### src/rtl/uart_pkg.sv
// Shared types and constants for the UART receiver.
// Holds the FSM state encoding and frame geometry.
package uart_pkg;

   localparam int CLKS_PER_BIT_DEF = 16;
   localparam int DATA_BITS        = 8;

   typedef enum logic [2:0] {
      IDLE,
      START,
      DATA,
      STOP,
      WAIT_HIGH
   } rx_state_e;

endpackage

### src/rtl/sync_2ff.sv
// Two-flop synchronizer for a single asynchronous bit.
// Both stages reset to RST_VAL so an idle line reads idle.
module sync_2ff #(
   parameter logic RST_VAL = 1'b1
) (
   input  logic clk,
   input  logic rst_n,
   input  logic d,
   output logic q
);

   logic s1_q;
   logic s2_q;

   always_ff @(posedge clk or negedge rst_n) begin
      if (!rst_n) begin
         s1_q <= RST_VAL;
         s2_q <= RST_VAL;
      end else begin
         s1_q <= d;
         s2_q <= s1_q;
      end
   end

   assign q = s2_q;

endmodule

### src/rtl/uart_rx.sv
// 8N1 UART receiver with mid-bit sampling, framing-error
// detection and break handling.
module uart_rx #(
   parameter int CLKS_PER_BIT = uart_pkg::CLKS_PER_BIT_DEF
) (
   input  logic       clk,
   input  logic       rst_n,
   input  logic       rx,
   output logic [7:0] data_out,
   output logic       valid,
   output logic       frame_err,
   output logic       busy
);

   import uart_pkg::*;

   localparam int TW = $clog2(CLKS_PER_BIT);
   localparam logic [TW-1:0] T_HALF = TW'(CLKS_PER_BIT / 2 - 1);
   localparam logic [TW-1:0] T_FULL = TW'(CLKS_PER_BIT - 1);
   localparam logic [2:0]    LAST   = 3'(DATA_BITS - 1);

   logic rx_s;

   rx_state_e      state_q, state_d;
   logic [TW-1:0]  timer_q, timer_d;
   logic [2:0]     idx_q, idx_d;
   logic [7:0]     shift_q, shift_d;
   logic [7:0]     data_q, data_d;
   logic           valid_q, valid_d;
   logic           ferr_q, ferr_d;
   logic           busy_q, busy_d;

   sync_2ff #(.RST_VAL(1'b1)) u_sync (
      .clk   (clk),
      .rst_n (rst_n),
      .d     (rx),
      .q     (rx_s)
   );

   always_comb begin
      state_d = state_q;
      timer_d = timer_q + 1'b1;
      idx_d   = idx_q;
      shift_d = shift_q;
      data_d  = data_q;
      valid_d = 1'b0;
      ferr_d  = 1'b0;
      unique case (state_q)
         IDLE: begin
            timer_d = '0;
            if (!rx_s) state_d = START;
         end
         START: begin
            if (timer_q == T_HALF) begin
               timer_d = '0;
               idx_d   = '0;
               state_d = rx_s ? IDLE : DATA;
            end
         end
         DATA: begin
            if (timer_q == T_FULL) begin
               timer_d        = '0;
               shift_d[idx_q] = rx_s;
               if (idx_q == LAST) state_d = STOP;
               else               idx_d   = idx_q + 3'd1;
            end
         end
         STOP: begin
            if (timer_q == T_FULL) begin
               timer_d = '0;
               if (rx_s) begin
                  data_d  = shift_q;
                  valid_d = 1'b1;
                  state_d = IDLE;
               end else begin
                  ferr_d  = 1'b1;
                  state_d = WAIT_HIGH;
               end
            end
         end
         WAIT_HIGH: begin
            // A break holds the line low; only one error per frame.
            timer_d = '0;
            if (rx_s) state_d = IDLE;
         end
         default: begin
            timer_d = '0;
            state_d = IDLE;
         end
      endcase
      busy_d = (state_d != IDLE);
   end

   always_ff @(posedge clk or negedge rst_n) begin
      if (!rst_n) begin
         state_q <= IDLE;
         timer_q <= '0;
         idx_q   <= '0;
         shift_q <= '0;
         data_q  <= '0;
         valid_q <= 1'b0;
         ferr_q  <= 1'b0;
         busy_q  <= 1'b0;
      end else begin
         state_q <= state_d;
         timer_q <= timer_d;
         idx_q   <= idx_d;
         shift_q <= shift_d;
         data_q  <= data_d;
         valid_q <= valid_d;
         ferr_q  <= ferr_d;
         busy_q  <= busy_d;
      end
   end

   assign data_out  = data_q;
   assign valid     = valid_q;
   assign frame_err = ferr_q;
   assign busy      = busy_q;

endmodule

### config.mk
export PLATFORM = sky130hd
export DESIGN_NAME = uart_rx
export DESIGN_NICKNAME = d
export VERILOG_FILES = /design/src/rtl/uart_pkg.sv /design/src/rtl/sync_2ff.sv /design/src/rtl/uart_rx.sv
export SDC_FILE = /design/constraint.sdc
export NUM_CORES = 1
export LEC_CHECK = 0
export BUFFER_PORTS_ARGS = -buffer_cell sky130_fd_sc_hd__buf_2
export CORE_AREA = 4 4 46 65
export CTS_BUF_LIST = sky130_fd_sc_hd__clkbuf_4 sky130_fd_sc_hd__clkbuf_8
export CTS_CLUSTER_DIAMETER = 80
export CTS_CLUSTER_SIZE = 25
export DETAILED_ROUTE_END_ITERATION = 7
export DIE_AREA = 0 0 50 69
export PLACE_DENSITY_LB_ADDON = 0.3
export SLEW_MARGIN = 20
export SYNTH_ARGS = -nofsm -noshare
export SYNTH_HDL_FRONTEND = slang
export SYNTH_SLANG_ARGS = --single-unit
### constraint.sdc
create_clock -name clk -period 1.83 [get_ports clk]
set_input_delay 0.183 -clock clk [delete_from_list [all_inputs] [get_ports clk]]
set_output_delay 0.183 -clock clk [all_outputs]
set_load 0.05 [all_outputs]
=== After elaboration in Yosys (flattened, before gate mapping) ===
Index checks and enable logic that the tools add are counted.

* Memory bits (writable): 0
* Word-level logic and storage cells: 57
* Input bits: 3
* Memories kept: 0
* Bits in latches: 0
* Bits in read-only memories: 0
* Flip-flop bits (word level): 31

* Order comparisons: 2
* Bitwise gates (word level): 0
* Reductions and logical operators: 8
* Multipliers: 0
* Div/mod/pow operators: 0
* $add $sub $neg: 2
* Multiplexer cells: 25
* Shift operators: 0
* Eq/ne operators: 10

{| class="wikitable"
|+ Operators with widths
! cell !! count
|-
| $mux W3 || 10
|-
| $pmux W3 S5 || 1
|-
| $bwmux W8 || 1
|-
| $mux W4 || 2
|-
| $pmux W4 S2 || 1
|-
| $mux W1 || 7
|-
| $eq A3 B2 Y1 const B || 2
|-
| $eq A3 B3 Y1 const B || 2
|-
| $ne A2 B2 Y1 const B || 3
|-
| $pmux W3 S2 || 1
|-
| $add A4 B1 Y4 const B || 1
|-
| $eq A4 B3 Y1 const B || 1
|-
| $eq A4 B4 Y1 const B || 1
|-
| $lt A3 B4 Y1 const B || 1
|-
| $reduce_and A4 Y1 || 1
|-
| $add A3 B1 Y3 const B || 1
|-
| $demux W1 S3 || 1
|-
| $eq A3 B1 Y1 const B || 1
|-
| $ge A3 B1 Y1 const B || 1
|-
| $logic_not A3 Y1 || 1
|-
| $reduce_and A3 Y1 || 1
|-
| $reduce_bool A3 Y1 || 1
|-
| $mux W2 || 1
|-
| $reduce_and A2 Y1 || 1
|-
| 3 further kinds || 3
|}

=== Depth between registers and ports, before layout ===
* Depth in word-level cells: 5
* Depth in mapped cells: 5
* Mapped depth without buffers: 5

=== Cells and area by module ===
From an unflattened synthesis, not the netlist that was laid out.

* Cell total of the unflattened synthesis: 116
* Area, all modules: 1,407.6 µm²

{| class="wikitable"
|+ By module, submodules not included
! module !! cells an instance !! instances !! area each (µm²)
|-
| uart_rx || 114 || 1 || 1,355.0
|-
| sync_2ff || 2 || 1 || 52.6
|}

=== Worst setup path after synthesis ===
No wires, ideal clock.

* Path type: reg2reg
* From: reg timer_q[0]
* To: reg shift_q[3]
* Period minus slack after synthesis: 1,672 ps
* Stages on the path, launching flop included: 5
* Setup time: 127 ps
* Buffers on the path: 0
* Setup slack: 158 ps
* Data arrival time: 1,544 ps
* Cell sequence: dfrtp_1 > ha_1 > nand3_1 > or4_1 > mux2_1

* Cells in the longest elaborated chain, start to end: 2

{| class="wikitable"
|+ Ends and longest elaborated chain
! what !! line !! text
|-
| from (decl) || uart_rx.sv:25 || <nowiki>logic [TW-1:0] timer_q, timer_d;</nowiki>
|-
| from (signal assigned) || uart_rx.sv:106 || <nowiki>timer_q <= timer_d;</nowiki>
|-
| $eq A4 B4 Y1 || uart_rx.sv:61 || <nowiki>if (timer_q == T_FULL) begin</nowiki>
|-
| $reduce_and A2 Y1 (no line) || n/a ||
|-
| to (signal assigned) || uart_rx.sv:108 || <nowiki>shift_q <= shift_d;</nowiki>
|-
| to (decl) || uart_rx.sv:27 || <nowiki>logic [7:0] shift_q, shift_d;</nowiki>
|}

Every way passes these cells.
A chain may end at the register's enable or synchronous reset.

=== Worst setup path in the final report ===
Same ends and word-level chain as after synthesis.

==> metrics <==
number of global-route vias before repair 931; mux contribution to synthesized area 15.0%; Diodes inserted 0; Layout area overhead 15.7%; kind of critical path register to register; Clock Latency Late Sink 330 ps; peak supply drop 0.000731 V; Startpoint Class register; CTS tree yes; Req. time, crit path 2040 ps; skew final 11.4 ps; hold crit path type register to register; first-pass GRT wire length 4.40 mm; Slew @ Worst Pin 656 ps; adder-cell share of the synthesized area 2.68%; P_int 1.13 mW; setup TNS 0 ps; aggregate global-route resource usage 16.9%; clk slew on worst S/H paths 80 ps; final setup vio count 0; total gr overflow 0; RSZ-0062 raised after global routing false; Post-Synth Simple-Gate Area 18.4%; Max Buffers Root-to-Sink 2; Die H 69 um; Worst setup EP type register; Gate power share 27.8%; most common cell after layout, fill and taps aside dfrtp_1; crit-path max FO 6; Final HPWL DP 1.69 mm; Max Clock Freq 0.581 GHz; Slew headroom 56.3%; share of cells above drive strength 1 34.3%; Synth Area in Compound Gates 3.21%; sequential fraction of design power 48.9%; Mapped Area 1400 um^2; largest net degree at the start of global routing 32; register area share after synthesis 55.5%; initial antenna violation count 0; DRT iter0 DRCs 21; CTS buffer count 5; Seq cells post-synth 31; pwr/cell area 1030 nW/um^2; Tmin final 1720 ps; asr flop ratio synth 100%; Avg Inst Size Synth 12.1 um^2; num ports 14; Warnings, synthesis 0; most frequent cells in the layout dfrtp_1, mux2_2, buf_2, inv_1; hold_ws 360 ps; Rows 21; switching pwr 542 uW; Switching Share 32.5%; P_leak 0.827 nW; drt total wl 2.39 mm; Die Width 50 um; First-pass DRT Iterations 4; die area 3450 um^2; DR vias/cell 5.39; Slew Viols, Final 0; CTS sink count 31; GP Congestion 0.733; root buffer cell clkbuf_4; via count 937; period utilization 94.1%; Post-synth EDFFs 0; Syn Inst Count 116; main combinational cell family by area after synthesis simple AND/OR/NAND/NOR gates; post-synth net total 122; Starting Density 58.7%; H-tree level count 2; Placed Area 1540 um^2; Max Cap Viol 0; core area 2390 um^2; outcome complete, no violations; clock share of power 23.3%; wire per inst 13.7 um; Yosys cell types 37; design area 1620 um^2; FILL cells 202; final hold vios 0; XOR/XNOR Fraction of Synth Area 1.25%; port bufs 13; Residual DRC 0; Final ANT Viol Nets 0; Final nets 145; Data arrival, critical path 1930 ps; Synth Flop Type dfrtp_1
==> cell families after synthesis <==
group | Yosys count
AOI/OAI and AO/OA | 6
xor gates and xnor gates | 2
adders and majority gates | 3
DFF | 31
buffers and inverters | 14
muxes | 19
and+or+nand+nor | 41
==> metal layers <==
layer  share of wire (%)  GRT usage (%)  routed length [um]
met1                  46           20.7                1090
met2                  48           25.6                1150
met3                 3.9           6.47                  94
met4                 2.2           8.31                  53
met5                   0              0                   0
==> synthesized netlist by cell type (3+ instances only) <==
cell	n	area [um^2]
nand2_1	4	15.0
dfrtp_1	29	726
clkbuf_1	3	11.3
nor2_1	5	18.8
nand4_1	7	43.8
inv_1	8	30.0
nand3_1	3	15.0
nor2b_1	4	25.0
nor4_1	3	18.8
mux2i_1	3	30.0
ha_1	3	37.5
mux2_2	15	169
==> power groups by stage <==
stage / Clock, mW / Sequential [mW] / Combinational [mW]
floorplan: 0 / 0.838 / 0.317
global placement: 0 / 0.821 / 0.432
detailed placement: 0 / 0.827 / 0.449
CTS: 0.408 / 0.815 / 0.456
global route: 0.453 / 0.832 / 0.517
finish: 0.389 / 0.817 / 0.463
==> final cells by class <==
type / instances / area, um^2 / area share [%]
tap: 34 / 42.5 / 2.62
clock inverter: 1 / 5.00 / 0.308
multi-input combinational: 71 / 577 / 35.5
clock buffer: 7 / 52.6 / 3.24
inverter: 8 / 30.0 / 1.85
timing repair buffer: 22 / 138 / 8.48
sequential: 31 / 778 / 48.0
==> metrics by stage <==
step / util (%) / instances / worst slack [ps] / total power [mW]
after global placement: 64.3 / 164 / 160 / 1.25
after CTS: 67.5 / 174 / 77.5 / 1.68
after global routing: 67.9 / 174 / 5.59 / 1.80
after detailed placement: 64.3 / 164 / 76.6 / 1.28
after floorplan: - / 116 / 158 / 1.15
final: 67.9 / 174 / 109 / 1.67
==> worst max-delay path, cell delays in order, from the launching register on <==
cell     delay, ps
dfrtp_1        390
ha_2           250
nand3_1        120
or4_1          540
mux2_1         320
==> repair_timing <==
item	4_1_cts	5_1_grt
setup endpoints to repair	0	3
endpoints found under the hold margin	30	0
hold buffers	2	0
gates resized for setup	0	2
setup buffers	0	0
==> sequential cells by signal, summed over array words and instances (netlist names), 3 cells and up <==
name / flops
data_out: 8
idx_q: 3
shift_q: 8
state_q: 3
timer_q: 4
==> final timing paths <==
check	start	end	slack [ps]	depth (start not counted)
max reg2reg	timer_q[0]	shift_q[3]	110	4
max in group asynchronous	rst_n	timer_q[3]	970	2
min	u_sync.s1_q	u_sync.q	360	0
max	timer_q[0]	shift_q[3]	110	4
min reg2reg	u_sync.s1_q	u_sync.q	360	0
min in group asynchronous	rst_n	data_out[3]	420	2
(Power assumes the default switching activity.)
